===== config.mk =====
export PLATFORM = sky130hd
export DESIGN_NAME = stepper_phase_decoder
export DESIGN_NICKNAME = d
export VERILOG_FILES = /design/src/rtl/stepper_phase_decoder.sv
export SDC_FILE = /design/constraint.sdc
export NUM_CORES = 1
export LEC_CHECK = 0
export CAP_MARGIN = 40
export CORE_MARGIN = 2
export CORE_UTILIZATION = 55
export DETAILED_ROUTE_END_ITERATION = 16
export DONT_BUFFER_PORTS = 1
export MAX_ROUTING_LAYER = met4
export PLACE_DENSITY = 0.7
export SLEW_MARGIN = 30
export SYNTH_ARGS = -nofsm -noshare
export SYNTH_HDL_FRONTEND = slang
export SYNTH_SLANG_ARGS = --single-unit

===== constraint.sdc =====
create_clock -name clk -period 6.3 [get_ports clk]
set_clock_uncertainty 0.15 [all_clocks]
set_input_delay 0.63 -clock clk [delete_from_list [all_inputs] [get_ports clk]]
set_output_delay 0.63 -clock clk [all_outputs]
set_load 0.005 [all_outputs]

===== src/rtl/stepper_phase_decoder.sv =====
// Coil-phase bus monitor: reconstructs step position, direction, step period, skip/illegal faults and stall.
// Optional period measurement is enabled by defining PERIOD_MEAS_EN.
module stepper_phase_decoder #(
    parameter int unsigned FILT_CYCLES    = 4,
    parameter int unsigned TIMEOUT_CYCLES = 50_000_000,
    parameter int unsigned POS_W          = 32,
    parameter int unsigned PER_W          = 32
) (
    input  logic             clk,
    input  logic             rst,
    input  logic [3:0]       ab_in,
    input  logic             clr,
    input  logic             fault_clr,
    output logic [POS_W-1:0] position,
    output logic             dir,
    output logic             step_pulse,
    output logic [PER_W-1:0] period,
    output logic             period_valid,
    output logic             moving,
    output logic             fault
);

    localparam int unsigned FC_W = $clog2(FILT_CYCLES + 1);
    localparam int unsigned TO_W = $clog2(TIMEOUT_CYCLES + 1);

    typedef enum logic [1:0] {S_OFF, S_ARMED, S_RUN, S_LOST} state_t;

    state_t           state, state_n;
    logic [3:0]       sync1, sync2, cand, acc, acc_d;
    logic [FC_W-1:0]  fcnt, fcnt_n;
    logic [TO_W-1:0]  tmo_cnt, tmo_cnt_n;
    logic [POS_W-1:0] position_n;
    logic             dir_n, step_n, fault_n, fault_set, is_step, ev;

    // Count consecutive equal synchronized samples; a restart counts as the first one.
    always_comb begin
        fcnt_n = fcnt;
        if (sync2 != cand)
            fcnt_n = FC_W'(1);
        else if (fcnt < FC_W'(FILT_CYCLES))
            fcnt_n = fcnt + FC_W'(1);
    end

    always_ff @(posedge clk or posedge rst) begin
        if (rst) begin
            sync1 <= '0;
            sync2 <= '0;
            cand  <= '0;
            fcnt  <= '0;
            acc   <= '0;
            acc_d <= '0;
        end else begin
            sync1 <= ab_in;
            sync2 <= sync1;
            cand  <= sync2;
            fcnt  <= fcnt_n;
            if (fcnt_n == FC_W'(FILT_CYCLES))
                acc <= sync2;
            acc_d <= acc;
        end
    end

    assign ev = (acc != acc_d);

    // Event classification against the previous accepted pattern (acc_d).
    always_comb begin
        state_n    = state;
        position_n = position;
        dir_n      = dir;
        step_n     = 1'b0;
        fault_set  = 1'b0;
        is_step    = 1'b0;
        if (ev) begin
            unique case (state)
                S_OFF: begin
                    if ($onehot(acc)) begin
                        state_n = S_ARMED;
                    end else if (acc != 4'b0000) begin
                        state_n   = S_LOST;
                        fault_set = 1'b1;
                    end
                end
                S_ARMED, S_RUN: begin
                    if (acc == {acc_d[2:0], acc_d[3]}) begin
                        is_step    = 1'b1;
                        dir_n      = 1'b1;
                        position_n = position + POS_W'(1);
                    end else if (acc == {acc_d[0], acc_d[3:1]}) begin
                        is_step    = 1'b1;
                        dir_n      = 1'b0;
                        position_n = position - POS_W'(1);
                    end else if (acc == {acc_d[1:0], acc_d[3:2]}) begin
                        state_n   = S_ARMED;
                        fault_set = 1'b1;
                    end else if (acc == 4'b0000) begin
                        state_n = S_OFF;
                    end else begin
                        state_n   = S_LOST;
                        fault_set = 1'b1;
                    end
                end
                S_LOST: begin
                    if ($onehot(acc))
                        state_n = S_ARMED;
                    else if (acc == 4'b0000)
                        state_n = S_OFF;
                end
                default: state_n = S_OFF;
            endcase
        end else if (state == S_RUN && tmo_cnt == TO_W'(TIMEOUT_CYCLES - 1)) begin
            state_n = S_ARMED;
        end
        if (is_step) begin
            step_n  = 1'b1;
            state_n = S_RUN;
        end
        if (clr)
            position_n = '0;
        fault_n = (fault & ~fault_clr) | fault_set;
        if (is_step || state != S_RUN)
            tmo_cnt_n = '0;
        else
            tmo_cnt_n = tmo_cnt + TO_W'(1);
    end

    always_ff @(posedge clk or posedge rst) begin
        if (rst) begin
            state      <= S_OFF;
            position   <= '0;
            dir        <= 1'b1;
            step_pulse <= 1'b0;
            moving     <= 1'b0;
            fault      <= 1'b0;
            tmo_cnt    <= '0;
        end else begin
            state      <= state_n;
            position   <= position_n;
            dir        <= dir_n;
            step_pulse <= step_n;
            moving     <= (state_n == S_RUN);
            fault      <= fault_n;
            tmo_cnt    <= tmo_cnt_n;
        end
    end

`ifdef PERIOD_MEAS_EN
    logic [PER_W-1:0] per_cnt, per_cnt_n, period_n;
    logic             period_valid_n;

    // Only a step taken while already in RUN closes a valid period.
    always_comb begin
        period_n       = period;
        period_valid_n = period_valid;
        if (is_step && state == S_RUN) begin
            period_n       = per_cnt;
            period_valid_n = 1'b1;
        end
        if (state_n != S_RUN)
            period_valid_n = 1'b0;
        if (is_step)
            per_cnt_n = PER_W'(1);
        else if (&per_cnt)
            per_cnt_n = per_cnt;
        else
            per_cnt_n = per_cnt + PER_W'(1);
    end

    always_ff @(posedge clk or posedge rst) begin
        if (rst) begin
            per_cnt      <= '0;
            period       <= '0;
            period_valid <= 1'b0;
        end else begin
            per_cnt      <= per_cnt_n;
            period       <= period_n;
            period_valid <= period_valid_n;
        end
    end
`else
    assign period       = '0;
    assign period_valid = 1'b0;
`endif

endmodule


==> flow_metrics.tcl <==
set metrics [dict create \
    worstPathMaxFanout 42 \
    ys.flop_type "dfrtp_1" \
    post_route_cells_drive_above_1_share 0.0659 \
    outcome "complete, no violations" \
    finalHoldViolCount 0 \
    first_pass_iters 4 \
    initial_drt_markers 218 \
    timing.setup.critical_path_class "reg2reg" \
    holdCritPathClass "in2async" \
    placedCellCount 742 \
    finish.net_count 674 \
    timing.final.ws_setup_ns 2.46 \
    met2_wirelength_um 5380 \
    portion_of_the_clock_cycle_consumed_by_the_worst_path_in_the_final_layout 0.610 \
    dp_worst_slack_ns 2.49 \
    power.static_leakage_nw 2.77 \
    wirelength_met1_um 5100 \
    max_stage_delay_ns 0.50 \
    dieHeight_um 106 \
    buffer_ports.inserted 0 \
    top_signal_layer_used "met4" \
    postRouteWirelength_um 11200 \
    detailed_route_via_count 4163 \
    syn-mean-instance-area_um2 9.20 \
    avg_wl_per_cell_um 14.8 \
    core_area_um2 10200 \
    number_of_clock_sinks 87 \
    boundary_pins 77 \
    number_of_cells_produced_by_synthesis 626 \
    utilization 0.581 \
    antenna_found_initial 0 \
    drt_drc_violations_left 0 \
    cts_inserted_buffers 9 \
    detailedPlacementHpwl_um 7920 \
    power.net_switching_mw 0.516 \
    total_power_density_per_cell_area_nw_per_um2 250 \
    max_clock_freq_ghz 0.260 \
    count_of_inserted_antenna_diode_cells 0 \
    report.power.total_mw 1.48 \
    worst_setup_hold_path_clk_slew_ns 0.09 \
    slew-limit-headroom 0.572 \
    pwr-share-seq 0.428 \
    tightestPinTransition_ns 0.641 \
    cp_slowest_cell "dfrtp_1" \
    irDropWorstVdd_mv 0.150 \
    share_of_flip_flops_with_an_asynchronous_set_or_reset 1.00 \
    crit-reg2reg-launch "acc[2]" \
    cts_setup_buffers 0 \
    synth_top_area_cell "dfrtp_1" \
    clk-insertion-delay-late_ns 0.36 \
    crit_chain "xnor2_1, nand4_1, buf_4, ha_1, o21ai_2, a211oi_2, a21oi_2, o221a_4, o21ai_4, a211oi_1, or3_1, a21oi_1, mux2_1" \
    avgViaCountPerCell 5.49 \
    drt.antenna.violating_nets 0 \
    synth_seq_area_share 0.378 \
    routed_length_on_met3_um 587 \
    grt_max_degree 51 \
    share_comb_of_total_power 0.289 \
    period_needed_ns 3.84 \
    hold_buffers 0 \
    grt_overflow_total 0 \
    timing.max_cap.violations 0 \
    placementRows 37 \
    dieArea_um2 11300 \
    power_frac_clock 0.284 \
    gpl.final_weighted_congestion 0.951 \
    critPathRequiredTime_ns 6.40 \
    synth_enable_flop_cells 0 \
    timing.critical_path.arrival_ns 3.94 \
    root_buffer "clkbuf_8" \
    yosys_register_bits 87 \
    critPathLaunch "acc[2]" \
    critical_path.top_delay_family "compound AO/OA/AOI/OAI gates" \
    grt_first_pass_wirelength_um 19100 \
    grt_setup_unrepaired "no" \
    pins_over_their_slew_limit 0 \
    synth.cell_area_um2 5760 \
    final.setup.tns_ns 0 \
    power.switching_fraction 0.348 \
    startpoint_type "flop" \
    tritoncts "yes" \
    yosysWarningCount 0 \
    first_global_vias 4108 \
    synth.area.top_cells "dfrtp_1 (37%), ha_1 (10%), xnor2_1 (6.2%)" \
    postCtsResizedCells 0 \
    internal_power_mw 0.968 \
    synth.top_cell.area_share 0.374 \
    grt_util_all_layers 0.215 \
    area_delta_synth_final_pct 3.13 \
    h_tree_levels 3 \
    endpoint_kind "flop" \
    fin_cells 758 \
    overall_die_width_um 106 \
    worst-path-buf-inv 1 \
    num-fill-cells 901 \
    initial_core_util 0.563 \
    final_setup_violation_count 0 \
    clk_path_buf_depth 2 \
    yosys.cell_types.count 68 \
]
-- power by group through the flow --
| stage | registers [mW] | logic, mW | clock network [mW] |
|---|---|---|---|
| floorplan | 0.633 | 0.362 | 0 |
| global placement | 0.647 | 0.407 | 0 |
| detailed placement | 0.648 | 0.418 | 0 |
| CTS | 0.636 | 0.423 | 0.432 |
| global route | 0.642 | 0.483 | 0.450 |
| finish | 0.635 | 0.428 | 0.421 |
-- worst register-to-register path, delay by kind of cell (launching register included) --
family / cells / cell delay, ns
flip-flops: 1 / 0.50
XOR/XNOR: 1 / 0.25
buffers and inverters: 1 / 0.31
multiplexers: 1 / 0.33
adder cells (fa/ha/maj): 1 / 0.49
AO/OA/AOI/OAI: 7 / 1.23
AND/OR/NAND/NOR: 2 / 0.48
-- cell families after synthesis --
family | Yosys count | share of synthesized area
simple gates | 211 | 0.169
compound gates | 127 | 0.152
flops | 87 | 0.378
buf+inv | 74 | 0.0730
xor+xnor | 72 | 0.109
fa+ha+maj | 48 | 0.107
mux | 6 | 0.0115
other cells | 1 | 0.000651
-- state kept, by name (all words and copies together) (netlist names) --
| name | count |
|---|---|
| position | 32 |
| tmo_cnt | 26 |
| acc | 4 |
| acc_d | 4 |
| cand | 4 |
| sync1 | 4 |
| sync2 | 4 |
| fcnt | 3 |
| state | 2 |
| dir | 1 |
| fault | 1 |
| moving | 1 |
| step_pulse | 1 |
-- per-stage QoR --
stage	hold slack, ns	cell area (µm²)
after floorplan	0.181	5880
after global placement	0.184	5730
after detailed placement	0.186	5730
after CTS	0.0625	5930
after global routing	0.116	5940
final	0.0587	5940
-- worst paths after layout --
kind                       cells after the start      endpoint  slack [ns]
min                                            1       fcnt[0]        0.06
max reg2reg                                   13  position[31]        2.46
max in group asynchronous                      2    step_pulse        4.90
min in group clk                               0      sync1[3]        0.15
max                                           13  position[31]        2.46
min reg2reg                                    0      sync2[1]        0.20
-- area by class of cell --
cell class	instances	area, µm²	share of cell area
tap	136	170	0.0286
clock buffer	12	135	0.0227
inverter	19	72.6	0.0122
timing repair buffer	4	33.8	0.00569
clock inverter	3	68.8	0.0116
multi-input combinational	497	3280	0.553
sequential	87	2180	0.367
-- cells in the mapped netlist, types with 2 or more instances --
cell type and number:
buf_2 7, or2_2 2, nand3_1 20, o21a_1 2
o21bai_1 5, xor2_1 31, and2_1 4, fa_1 2
nor2b_1 6, nand2b_1 2, a211oi_1 8, clkbuf_2 2
inv_1 18, o22ai_1 4, and3_1 8, ha_1 46
buf_4 35, xnor2_1 41, mux2_2 4, clkbuf_1 11
or4_1 2, o21ai_0 13, a21oi_1 57, a31oi_1 3
a21o_1 9, o31ai_4 2, a21boi_0 4, dfrtp_1 86
nor2_1 51, or3_1 3, nand4_1 10, nor3_1 8
o41a_1 2, nand2_1 84
-- layer usage --
layer  global-route usage  up-vias
met1                0.263     1998
li1                     -     2068
met2                0.345       81
met3               0.0552       16
met4               0.0761        0
met5                    -        -
-- cell usage in the layout, fill, tap and decap left out, types with 3 or more instances in the layout --
master	count
nor2_1	51
and3_1	8
a211oi_1	8
o21bai_1	5
o22ai_1	4
nor2b_1	6
nand3_1	20
nor3_1	8
conb_1	33
nand4_1	10
or3_1	3
a21o_1	9
nand2_1	84
ha_1	46
a21oi_1	57
buf_4	3
clkbuf_1	3
and2_1	4
a21boi_0	4
a31oi_1	3
clkbuf_8	9
xnor2_1	41
inv_1	17
dfrtp_1	86
mux2_2	4
xor2_1	31
o21ai_0	13
Power figures use the tool's default switching activity.
